### src/rtl/pipeline_pkg.sv
// ---------------------------------------------------------------------------
// pipeline_pkg
//   Shared constants for the ID/EX boundary: default widths, the 4-bit ALU
//   control codes understood by the EX-stage ALU, and the opcode/funct
//   values the issue stage decodes.
//   Ports: none (package).
// ---------------------------------------------------------------------------
package pipeline_pkg;

    localparam int N_DEF          = 32;
    localparam int N_ALU_CTRL_DEF = 4;
    localparam int N_CNT_DEF      = 16;

    typedef logic [N_ALU_CTRL_DEF-1:0] alu_ctrl_t;

    localparam alu_ctrl_t ALU_AND = 4'b0000;
    localparam alu_ctrl_t ALU_OR  = 4'b0001;
    localparam alu_ctrl_t ALU_ADD = 4'b0010;
    localparam alu_ctrl_t ALU_SUB = 4'b0110;
    localparam alu_ctrl_t ALU_SLT = 4'b0111;
    localparam alu_ctrl_t ALU_NOR = 4'b1100;

    localparam logic [5:0] OP_RTYPE = 6'h00;
    localparam logic [5:0] OP_BEQ   = 6'h04;
    localparam logic [5:0] OP_BNE   = 6'h05;
    localparam logic [5:0] OP_ADDI  = 6'h08;
    localparam logic [5:0] OP_SLTI  = 6'h0A;
    localparam logic [5:0] OP_ANDI  = 6'h0C;
    localparam logic [5:0] OP_ORI   = 6'h0D;
    localparam logic [5:0] OP_LW    = 6'h23;
    localparam logic [5:0] OP_SW    = 6'h2B;

    localparam logic [5:0] F_ADD  = 6'h20;
    localparam logic [5:0] F_ADDU = 6'h21;
    localparam logic [5:0] F_SUB  = 6'h22;
    localparam logic [5:0] F_SUBU = 6'h23;
    localparam logic [5:0] F_AND  = 6'h24;
    localparam logic [5:0] F_OR   = 6'h25;
    localparam logic [5:0] F_NOR  = 6'h27;
    localparam logic [5:0] F_SLT  = 6'h2A;

endpackage

### src/rtl/alu_issue_stage_if.sv
// ---------------------------------------------------------------------------
// alu_issue_if
//   Bundles the ID-side inputs, the EX handshake and the registered ALU
//   operands of the issue stage.
//   master : the issue stage (consumes id_*, ex_stall/ex_flush; drives
//            id_ready, ex_* and issue_count)
//   slave  : the surrounding pipeline (drives id_*, ex_stall/ex_flush)
// ---------------------------------------------------------------------------
interface alu_issue_if
    import pipeline_pkg::*;
#(
    parameter int N          = N_DEF,
    parameter int N_ALU_CTRL = N_ALU_CTRL_DEF,
    parameter int N_CNT      = N_CNT_DEF
);
    logic                  id_valid;
    logic [5:0]            id_opcode;
    logic [5:0]            id_funct;
    logic [N-1:0]          id_rs_data;
    logic [N-1:0]          id_rt_data;
    logic [15:0]           id_imm16;
    logic                  ex_stall;
    logic                  ex_flush;
    logic                  id_ready;
    logic                  ex_valid;
    logic [N_ALU_CTRL-1:0] ex_alu_ctrl;
    logic [N-1:0]          ex_op_a;
    logic [N-1:0]          ex_op_b;
    logic                  ex_illegal;
    logic [N_CNT-1:0]      issue_count;

    modport master (
        input  id_valid, id_opcode, id_funct, id_rs_data, id_rt_data, id_imm16,
               ex_stall, ex_flush,
        output id_ready, ex_valid, ex_alu_ctrl, ex_op_a, ex_op_b, ex_illegal,
               issue_count
    );

    modport slave (
        output id_valid, id_opcode, id_funct, id_rs_data, id_rt_data, id_imm16,
               ex_stall, ex_flush,
        input  id_ready, ex_valid, ex_alu_ctrl, ex_op_a, ex_op_b, ex_illegal,
               issue_count
    );
endinterface

### src/rtl/alu_issue_stage_decode.sv
// ---------------------------------------------------------------------------
// alu_issue_decode
//   Purely combinational opcode/funct decoder.
//   opcode_i, funct_i : instruction fields (funct used only for R-type)
//   alu_ctrl_o        : ALU control code
//   use_imm_o         : op_b comes from the immediate instead of rt
//   imm_sext_o        : immediate is sign-extended (else zero-extended)
//   slt_bias_o        : flip operand MSBs so the unsigned ALU compare is signed
//   illegal_o         : unsupported opcode/funct
// ---------------------------------------------------------------------------
module alu_issue_decode
    import pipeline_pkg::*;
#(
    parameter int N_ALU_CTRL = N_ALU_CTRL_DEF
) (
    input  logic [5:0]            opcode_i,
    input  logic [5:0]            funct_i,
    output logic [N_ALU_CTRL-1:0] alu_ctrl_o,
    output logic                  use_imm_o,
    output logic                  imm_sext_o,
    output logic                  slt_bias_o,
    output logic                  illegal_o
);

    always_comb begin
        // NOTE: every output gets a default before the case so no path leaves
        // it unassigned; a missing default here would infer a latch.
        alu_ctrl_o = ALU_ADD;
        use_imm_o  = 1'b0;
        imm_sext_o = 1'b0;
        slt_bias_o = 1'b0;
        illegal_o  = 1'b0;

        case (opcode_i)
            OP_RTYPE: begin
                case (funct_i)
                    F_ADD, F_ADDU: alu_ctrl_o = ALU_ADD;
                    F_SUB, F_SUBU: alu_ctrl_o = ALU_SUB;
                    F_AND:         alu_ctrl_o = ALU_AND;
                    F_OR:          alu_ctrl_o = ALU_OR;
                    F_NOR:         alu_ctrl_o = ALU_NOR;
                    F_SLT: begin
                        alu_ctrl_o = ALU_SLT;
                        slt_bias_o = 1'b1;
                    end
                    default:       illegal_o  = 1'b1;
                endcase
            end
            OP_ADDI, OP_LW, OP_SW: begin
                use_imm_o  = 1'b1;
                imm_sext_o = 1'b1;
            end
            OP_SLTI: begin
                alu_ctrl_o = ALU_SLT;
                use_imm_o  = 1'b1;
                imm_sext_o = 1'b1;
                slt_bias_o = 1'b1;
            end
            OP_ANDI: begin
                alu_ctrl_o = ALU_AND;
                use_imm_o  = 1'b1;
            end
            OP_ORI: begin
                alu_ctrl_o = ALU_OR;
                use_imm_o  = 1'b1;
            end
            // Branches compare rs/rt by subtraction; the ALU zero flag decides.
            OP_BEQ, OP_BNE: alu_ctrl_o = ALU_SUB;
            default:        illegal_o  = 1'b1;
        endcase
    end

endmodule

### src/rtl/alu_issue_stage.sv
// ---------------------------------------------------------------------------
// alu_issue_stage
//   ID/EX pipeline register feeding the combinational ALU: decodes the
//   instruction, selects/extends operands and registers them with a
//   valid/stall/flush handshake (flush > stall > load). Counts issues.
//   clk   : clock, rising edge
//   rst_n : asynchronous reset, active-low
//   bus   : alu_issue_if.master (id_* inputs, ex_stall/ex_flush, id_ready,
//           ex_valid, ex_alu_ctrl, ex_op_a, ex_op_b, ex_illegal, issue_count)
// ---------------------------------------------------------------------------
module alu_issue_stage
    import pipeline_pkg::*;
#(
    parameter int N          = N_DEF,
    parameter int N_ALU_CTRL = N_ALU_CTRL_DEF,
    parameter int N_CNT      = N_CNT_DEF
) (
    input  logic       clk,
    input  logic       rst_n,
    alu_issue_if.master bus
);

    logic [N_ALU_CTRL-1:0] dec_ctrl;
    logic                  dec_use_imm;
    logic                  dec_imm_sext;
    logic                  dec_slt_bias;
    logic                  dec_illegal;

    alu_issue_decode #(.N_ALU_CTRL(N_ALU_CTRL)) u_decode (
        .opcode_i   (bus.id_opcode),
        .funct_i    (bus.id_funct),
        .alu_ctrl_o (dec_ctrl),
        .use_imm_o  (dec_use_imm),
        .imm_sext_o (dec_imm_sext),
        .slt_bias_o (dec_slt_bias),
        .illegal_o  (dec_illegal)
    );

    // Operand selection
    logic [N-1:0] imm_ext;
    logic [N-1:0] msb_flip;
    logic [N-1:0] op_a_sel;
    logic [N-1:0] op_b_sel;

    always_comb begin
        imm_ext  = dec_imm_sext ? {{(N-16){bus.id_imm16[15]}}, bus.id_imm16}
                                : {{(N-16){1'b0}}, bus.id_imm16};
        // Biasing both MSBs maps signed order onto unsigned order for SLT.
        msb_flip = dec_slt_bias ? {1'b1, {(N-1){1'b0}}} : '0;
        op_a_sel = bus.id_rs_data ^ msb_flip;
        op_b_sel = (dec_use_imm ? imm_ext : bus.id_rt_data) ^ msb_flip;
    end

    // ID/EX register
    logic                  valid_q,   valid_d;
    logic                  illegal_q, illegal_d;
    logic [N_ALU_CTRL-1:0] ctrl_q,    ctrl_d;
    logic [N-1:0]          op_a_q,    op_a_d;
    logic [N-1:0]          op_b_q,    op_b_d;
    logic [N_CNT-1:0]      cnt_q,     cnt_d;

    always_comb begin
        valid_d   = valid_q;
        illegal_d = illegal_q;
        ctrl_d    = ctrl_q;
        op_a_d    = op_a_q;
        op_b_d    = op_b_q;
        cnt_d     = cnt_q;

        if (bus.ex_flush) begin
            // Kill the entering instruction only; data and count hold.
            valid_d = 1'b0;
        end else if (!bus.ex_stall) begin
            valid_d = bus.id_valid;
            if (bus.id_valid) begin
                illegal_d = dec_illegal;
                ctrl_d    = dec_ctrl;
                op_a_d    = op_a_sel;
                op_b_d    = op_b_sel;
                cnt_d     = cnt_q + N_CNT'(1);
            end
        end
    end

    always_ff @(posedge clk or negedge rst_n) begin
        // NOTE: state registers use non-blocking assignments so every flop
        // samples the pre-edge value regardless of statement order.
        if (!rst_n) begin
            valid_q   <= 1'b0;
            illegal_q <= 1'b0;
            ctrl_q    <= ALU_ADD;
            op_a_q    <= '0;
            op_b_q    <= '0;
            cnt_q     <= '0;
        end else begin
            valid_q   <= valid_d;
            illegal_q <= illegal_d;
            ctrl_q    <= ctrl_d;
            op_a_q    <= op_a_d;
            op_b_q    <= op_b_d;
            cnt_q     <= cnt_d;
        end
    end

    assign bus.id_ready    = ~bus.ex_stall;
    assign bus.ex_valid    = valid_q;
    assign bus.ex_illegal  = illegal_q;
    assign bus.ex_alu_ctrl = ctrl_q;
    assign bus.ex_op_a     = op_a_q;
    assign bus.ex_op_b     = op_b_q;
    assign bus.issue_count = cnt_q;

endmodule

### src/flat_wrapper.sv
// flat-port wrapper written by rule: the top's interface ports become plain ports
module alu_issue_stage_flat import pipeline_pkg::*;
#(
    parameter int N          = N_DEF,
    parameter int N_ALU_CTRL = N_ALU_CTRL_DEF,
    parameter int N_CNT      = N_CNT_DEF
)
  (clk, rst_n, bus_id_valid, bus_id_opcode, bus_id_funct, bus_id_rs_data, bus_id_rt_data, bus_id_imm16, bus_ex_stall, bus_ex_flush, bus_id_ready, bus_ex_valid, bus_ex_alu_ctrl, bus_ex_op_a, bus_ex_op_b, bus_ex_illegal, bus_issue_count);
  alu_issue_if #(.N(N), .N_ALU_CTRL(N_ALU_CTRL), .N_CNT(N_CNT)) bus_i ();
  input  logic clk;
  input  logic rst_n;
  input wire logic [$bits(bus_i.id_valid)-1:0] bus_id_valid;
  input wire logic [$bits(bus_i.id_opcode)-1:0] bus_id_opcode;
  input wire logic [$bits(bus_i.id_funct)-1:0] bus_id_funct;
  input wire logic [$bits(bus_i.id_rs_data)-1:0] bus_id_rs_data;
  input wire logic [$bits(bus_i.id_rt_data)-1:0] bus_id_rt_data;
  input wire logic [$bits(bus_i.id_imm16)-1:0] bus_id_imm16;
  input wire logic [$bits(bus_i.ex_stall)-1:0] bus_ex_stall;
  input wire logic [$bits(bus_i.ex_flush)-1:0] bus_ex_flush;
  output wire logic [$bits(bus_i.id_ready)-1:0] bus_id_ready;
  output wire logic [$bits(bus_i.ex_valid)-1:0] bus_ex_valid;
  output wire logic [$bits(bus_i.ex_alu_ctrl)-1:0] bus_ex_alu_ctrl;
  output wire logic [$bits(bus_i.ex_op_a)-1:0] bus_ex_op_a;
  output wire logic [$bits(bus_i.ex_op_b)-1:0] bus_ex_op_b;
  output wire logic [$bits(bus_i.ex_illegal)-1:0] bus_ex_illegal;
  output wire logic [$bits(bus_i.issue_count)-1:0] bus_issue_count;
  assign bus_i.id_valid = bus_id_valid;
  assign bus_i.id_opcode = bus_id_opcode;
  assign bus_i.id_funct = bus_id_funct;
  assign bus_i.id_rs_data = bus_id_rs_data;
  assign bus_i.id_rt_data = bus_id_rt_data;
  assign bus_i.id_imm16 = bus_id_imm16;
  assign bus_i.ex_stall = bus_ex_stall;
  assign bus_i.ex_flush = bus_ex_flush;
  assign bus_id_ready = bus_i.id_ready;
  assign bus_ex_valid = bus_i.ex_valid;
  assign bus_ex_alu_ctrl = bus_i.ex_alu_ctrl;
  assign bus_ex_op_a = bus_i.ex_op_a;
  assign bus_ex_op_b = bus_i.ex_op_b;
  assign bus_ex_illegal = bus_i.ex_illegal;
  assign bus_issue_count = bus_i.issue_count;
  alu_issue_stage #(.N(N), .N_ALU_CTRL(N_ALU_CTRL), .N_CNT(N_CNT)) u_core (.clk(clk), .rst_n(rst_n), .bus(bus_i));
endmodule
### config.mk
export PLATFORM = sky130hd
export DESIGN_NAME = alu_issue_stage_flat
export DESIGN_NICKNAME = d
export VERILOG_FILES = /design/src/rtl/pipeline_pkg.sv /design/src/rtl/alu_issue_stage_if.sv /design/src/rtl/alu_issue_stage_decode.sv /design/src/rtl/alu_issue_stage.sv /design/src/flat_wrapper.sv
export SDC_FILE = /design/constraint.sdc
export NUM_CORES = 1
export LEC_CHECK = 0
export ABC_AREA = 0
export BUFFER_PORTS_ARGS = -buffer_cell sky130_fd_sc_hd__buf_4
export CAP_MARGIN = 25
export CELL_PAD_IN_SITES_DETAIL_PLACEMENT = 2
export CELL_PAD_IN_SITES_GLOBAL_PLACEMENT = 2
export CORE_UTILIZATION = 28
export CTS_CLUSTER_DIAMETER = 50
export DETAILED_ROUTE_END_ITERATION = 10
export PLACE_DENSITY = 0.89
export SLEW_MARGIN = 10
export SYNTH_ARGS = -nofsm -noshare
export SYNTH_HDL_FRONTEND = slang
export SYNTH_SLANG_ARGS = --single-unit
export TNS_END_PERCENT = 20
### constraint.sdc
create_clock -name clk -period 2.12 [get_ports clk]
set_clock_uncertainty 0.05 [all_clocks]
set_input_delay 0.212 -clock clk [delete_from_list [all_inputs] [get_ports clk]]
set_output_delay 0.212 -clock clk [all_outputs]
set_load 0.02 [all_outputs]
==> qor.txt, run 1 <==
Synth-to-Final Area Change -> 52.6%
setup TNS -> 0 ps
number of routed nets with antenna violations -> 0
synth unique cells -> 48
Clock transition at path regs -> 70 ps
Setup violations, final -> 0
post-route design area -> 0.00576 mm²
Logic pwr share -> 0.264
Top Ports -> 184
port bufs -> 183
area of the core -> 0.0132 mm²
Clk Latency, worst-skew pair -> 340 ps
min Tclk post-route -> 1770 ps
Synth Warn # -> 0
first-pass GRT wire length -> 21.3 mm
dpl cell area -> 0.00538 mm²
max-slew violations -> 0
final worst-path cycle share -> 0.837
non-filler cells, final -> 762
Final GP Congestion -> 0.831
CP startpoint kind -> input pin
Via density -> 4.75
Final Hold Viols -> 0
R2R Setup Slk -> 490 ps
WL met3 -> 721 µm
total power -> 5.23 mW
Hold Path Sink -> u_core.bus.ex_op_a[11]
floorplan row count -> 42
vias in the first global route -> 4,204
met2 WL post-DR -> 6.88 mm
r2r endpoint -> u_core.bus.issue_count[14]
share of layout cells above drive strength 1 -> 0.372
final core occ -> 0.437
min-delay worst type -> input pin to register
chip width -> 118 µm
Crit. End Element -> register
Main synth FF type -> dfrtp_1
area of the multi-input gates -> 0.00153 mm²
CTS H-tree lvls -> 3
total track usage -> 0.194
TritonCTS Buffers -> 9
Top Layer Used -> met4
critical path type -> input pin to register
worst hold slack -> 11.1 ps
Gates resized, CTS repair -> 0
Req. time, crit path -> 2330 ps
reg2reg start -> u_core.bus.issue_count[0]
largest net degree at the start of global routing -> 60
Crit path arrival time -> 1980 ps
Pleak -> 3.04 nW
Post-CTS Setup Bufs -> 0
Worst Path Max Fanout -> 11
worst setup path start -> bus_id_opcode[0]
syn avg cell area -> 9.56 µm²
Worst slew margin -> 0.533
Worst path max stage delay -> 740 ps
#FFs+latches synth -> 86
Final HPWL DP -> 9.54 mm
CTS tree -> built
status -> completed
Final WS setup -> 345 ps
slowest cell on the critical path -> or4b_2
initial antenna violation count -> 0
die area -> 0.0140 mm²
CP cell instances -> buf_4 -> or4b_2 -> a211oi_2 -> nor2_1 -> buf_4 -> a21oi_1
HP Start -> bus_id_rs_data[11]
Clock Power Share -> 0.338
PwrDens -> 909 mW/mm²
via count -> 3,617
Post-synth ARST share -> 1.00
Most common cell on crit path -> buf_4
unrepaired setup endpoints after global routing -> false
Worst Tran Pin Value -> 701 ps
FF/Latch Area -> 0.00215 mm²
drt first pass iters -> 5
wire length per cell -> 17.0 µm
total overflow reported by the global router -> 0
clk sink count -> 86
Fmax -> 564 MHz
fill cell count -> 1,438
cell count after synthesis -> 395
Met1 Routed Length -> 5.15 mm
part of the power in registers -> 0.398
WHS Path Cells -> 3
Seq/Total Area, Yosys -> 0.570
Die Span Y -> 118 µm
worst r2r path cells -> 5
Starting Density -> 0.286
P_int -> 3.61 mW
NetSw -> 1.62 mW
CTS max path bufs -> 2
final net count -> 679
EDFF count, synth -> 0
max-cap violations -> 0
CTS Root Cell -> clkbuf_16
maximum VDD drop -> 0.000415 V
Starting DRT DRC Count -> 112
Mapped Nets -> 493
Cell Area, Synth -> 0.00378 mm²
Placed Cells incl. Taps -> 741
n_diodes -> 0
dpl ws -> -69.5 ps
Sw Ratio -> 0.310
final WL -> 13.0 mm
drt drc -> 0
==> synth_stat cells (2+ instances only) <==
master	instances	share of area
a21oi_1	18	0.024
a31oi_1	3	0.0050
a32o_1	2	0.0053
and3_1	3	0.0050
and3b_2	2	0.0053
buf_2	3	0.0040
clkbuf_1	15	0.015
dfrtp_1	85	0.56
inv_1	4	0.0040
mux2i_1	18	0.048
nand2_1	135	0.13
nand3_1	5	0.0066
nand4_1	3	0.0050
nor2_1	25	0.025
nor3_1	8	0.011
o21a_1	2	0.0040
o21ai_0	17	0.023
o31ai_1	2	0.0040
or4b_2	2	0.0053
or4bb_1	2	0.0060
xnor2_1	8	0.019
xor2_1	7	0.016
==> sequential cells by signal (all words and copies together) (netlist names) <==
| signal | cells |
|---|---|
| u_core.bus.ex_alu_ctrl | 4 |
| u_core.bus.ex_illegal | 1 |
| u_core.bus.ex_op_a | 32 |
| u_core.bus.ex_op_b | 32 |
| u_core.bus.ex_valid | 1 |
| u_core.bus.issue_count | 16 |
==> area by class of cell <==
type / instances / area share
inverters: 4 / 0.00261
clock buffers: 11 / 0.0439
repair buffers: 194 / 0.261
multi-input cells: 286 / 0.266
flip-flops and latches: 86 / 0.374
clock inverters: 5 / 0.0141
well taps: 176 / 0.0382
==> cell usage in the layout (no fill, tap or decap), types with 2 or more instances in the layout <==
cell type,instances
a21oi_1,18
a31oi_1,3
a32o_1,2
and3_1,3
and3b_2,2
buf_12,3
buf_4,187
bufinv_16,2
clkbuf_16,9
clkbuf_8,2
dfrtp_1,85
dlygate4sd3_1,4
inv_1,4
mux2i_1,18
nand2_1,135
nand3_1,5
nand4_1,3
nor2_1,25
nor3_1,8
o21a_1,2
o21ai_0,17
o31ai_1,2
or4b_2,2
or4bb_1,2
xnor2_1,8
xor2_1,7
==> logic make-up (layout without fill, tap and decap cells) <==
logic type | after synthesis | in the layout | share of synthesized area
simple gates | 200 | 200 | 0.235
flops | 86 | 86 | 0.570
compound gates | 52 | 52 | 0.0838
buf+inv | 23 | 214 | 0.0248
mux | 18 | 18 | 0.0477
xor+xnor | 15 | 15 | 0.0348
fa+ha+maj | 1 | 1 | 0.00331
==> critical path: cells and delay by family <==
kind	cells	cell delay, ps
compound gates	2	510
buf+inv	2	350
simple gates	2	900
==> power groups by stage <==
stage | clock (mW) | combinational (mW) | sequential (mW)
3_5_place_dp | 0 | 1.39 | 2.12
3_3_place_gp | 0 | 1.33 | 2.09
6_report | 1.77 | 1.38 | 2.08
2_1_floorplan | 0 | 0.310 | 2.41
4_1_cts | 1.83 | 1.41 | 2.09
5_1_grt | 1.87 | 1.48 | 2.12
==> worst max path at each step <==
stage | to | slack [ps] | cells past startpoint
2_1_floorplan | u_core.bus.ex_op_b[10] | 240 | 6
3_3_place_gp | u_core.bus.ex_op_b[28] | 70 | 4
3_5_place_dp | u_core.bus.ex_op_b[24] | -70 | 4
4_1_cts | u_core.bus.ex_op_b[19] | 270 | 4
5_1_grt | u_core.bus.ex_op_b[19] | 240 | 6
6_report | u_core.bus.ex_op_b[19] | 350 | 6
==> per-layer routing <==
metal	up-vias	track usage
li1	1686	-
met1	1797	0.215
met2	120	0.356
met3	14	0.0483
met4	0	0.0729
met5	-	0
==> timing repair <==
item,in CTS,in global routing
hold buffers,4,0
hold endpoints to repair,52,0
setup endpoints to repair,0,0
No activity file was read; power rests on OpenSTA's default activity.
==> run 2: changes to the inputs <==
CORE_UTILIZATION = 26   (was 28)
PLACE_DENSITY = 0.84   (was 0.89)
clock period = 1.7 ns   (was 2.12 ns; I/O delays follow)
==> run 2 against run 1 <==
  * Via count rose by 5.9%
  * Sequential power rose by 25%
  * Die area rose by 7.6%
  * Final cell count rose by 6.7%
  * Highest routed layer unchanged
  * Global-route usage rose by 0.39 points
  * Combinational power rose by 36%
  * Count of clock-buffer cells in the layout fell by 2
  * Clock power rose by 7%
  * Critical path depth fell by 1
  * Power rose by 21%
==> qor.txt, run 2 (synthesis results as in run 1) <==
dpl ws -> -302 ps
dpl cell area -> 0.00555 mm²
Worst path max stage delay -> 550 ps
wire length per cell -> 17.7 µm
crit-path leading delay family -> simple AND/OR/NAND/NOR gates
initial antenna violation count -> 0
Post-CTS Setup Bufs -> 0
R2R Setup Slk -> 90 ps
final net count -> 726
port bufs -> 183
min-delay worst type -> input pin to register
unrepaired setup endpoints after global routing -> true
Synth-to-Final Area Change -> 63.5%
HP Start -> bus_id_rt_data[22]
r2r endpoint -> u_core.bus.issue_count[10]
final worst-path cycle share -> 0.958
drt first pass iters -> 4
worst r2r path cells -> 5
CP startpoint kind -> input pin
Hold Path Sink -> u_core.bus.ex_op_b[22]
chip width -> 123 µm
Final Hold Viols -> 0
CTS H-tree lvls -> 3
post-route design area -> 0.00617 mm²
Worst slew margin -> 0.626
Starting Density -> 0.269
status -> completed
vias in the first global route -> 4,449
die area -> 0.0150 mm²
Final GP Congestion -> 0.810
Clock transition at path regs -> 70 ps
Final HPWL DP -> 10.4 mm
Via density -> 4.71
number of routed nets with antenna violations -> 0
n_diodes -> 0
Final WS setup -> 70.7 ps
clk sink count -> 86
Setup violations, final -> 0
CTS max path bufs -> 2
most common cell after layout, fill and taps aside -> buf_4
min Tclk post-route -> 1630 ps
max-cap violations -> 0
floorplan row count -> 43
Worst Path Max Fanout -> 4
WHS Path Cells -> 3
via count -> 3,832
Req. time, crit path -> 1910 ps
total overflow reported by the global router -> 0
Crit path arrival time -> 1840 ps
critical path type -> input pin to register
drt drc -> 0
WP buf/inv -> 1
final WL -> 14.4 mm
CTS Root Cell -> clkbuf_16
maximum VDD drop -> 0.000394 V
total power -> 6.35 mW
total track usage -> 0.198
Crit. End Element -> register
Top Ports -> 184
Fmax -> 614 MHz
largest net degree at the start of global routing -> 36
area of the core -> 0.0140 mm²
setup TNS -> 0 ps
slowest cell on the critical path -> or4b_4
CTS tree -> built
commonest non-fill, non-tap cells in the layout -> 205 x buf_4, 135 x nand2_1, 85 x dfrtp_1, 32 x dlygate4sd3_1, 25 x nor2_1
Placed Cells incl. Taps -> 765
TritonCTS Buffers -> 9
Starting DRT DRC Count -> 90
max-slew violations -> 0
first-pass GRT wire length -> 22.6 mm
Die Span Y -> 123 µm
Clk Latency, worst-skew pair -> 340 ps
non-filler cells, final -> 813
CP cell instances -> buf_4 -> or4b_4 -> or4_4 -> a211o_1 -> a31oi_1
PwrDens -> 1030 mW/mm²
reg2reg start -> u_core.bus.issue_count[0]
share of layout cells above drive strength 1 -> 0.381
Pleak -> 3.23 nW
Worst Tran Pin Value -> 547 ps
run 2: cell types whose count changed in the layout (fill, tap and decap cells not counted), moves of 2 or more:
cell,change
dlygate4sd3_1,+28
buf_4,+18
inv_6,+3
bufinv_16,-2
clkbuf_8,-2
nor3_1,-2
nor3_2,+2
run 2: tightest hold or removal path: cells and delay by family:
family | cells | cell delay, ps
buffers and inverters | 1 | 110
AND/OR/NAND/NOR | 1 | 50
AO/OA/AOI/OAI | 1 | 50
run 2: timing repair:
item / in CTS / in global routing
hold endpoints to repair: 57 / 0
gates resized for setup: 0 / 4
hold buffers: 32 / 0
setup endpoints to repair: 0 / 4
run 2: worst max-delay path by stage:
stage / start / to / slack [ps] / depth (start not counted)
6_report: bus_id_opcode[0] / u_core.bus.ex_op_b[31] / 70 / 5
3_5_place_dp: bus_id_opcode[0] / u_core.bus.ex_op_a[31] / -300 / 5
5_1_grt: u_core.bus.issue_count[5] / u_core.bus.issue_count[13] / -20 / 4
4_1_cts: u_core.bus.issue_count[0] / u_core.bus.issue_count[14] / 30 / 5
3_3_place_gp: bus_id_opcode[0] / u_core.bus.ex_op_b[31] / -230 / 5
2_1_floorplan: bus_id_opcode[0] / u_core.bus.ex_op_b[31] / -70 / 4
run 2: through the flow:
stage / util / hold WS (ps)
floorplan: - / -176
global placement: 0.395 / 82.4
detailed placement: 0.395 / 84.4
CTS: 0.438 / 16.5
global route: 0.440 / 31.5
finish: 0.440 / 26.5
run 2: final cells by class:
class | count | area [µm²]
fill | 1496 | 7870
inverter | 4 | 15.0
timing repair buffer | 241 | 1940
multi-input combinational | 286 | 1560
clock inverter | 7 | 56.3
sequential | 86 | 2150
clock buffer | 9 | 225
tap | 180 | 225
run 2: power by group:
group | switching (mW) | internal [mW]
Sequential | 0.217 | 2.37
Combinational | 1.02 | 0.850
Clock | 0.884 | 1.01
Total | 2.13 | 4.23
run 2: per-layer routing:
| metal | global-route usage | part of all wire | vias to the layer above |
|---|---|---|---|
| li1 | - | - | 1791 |
| met1 | 0.215 | 0.39 | 1892 |
| met2 | 0.365 | 0.52 | 128 |
| met3 | 0.0530 | 0.067 | 21 |
| met4 | 0.0739 | 0.018 | 0 |
| met5 | 0 | 0 | - |
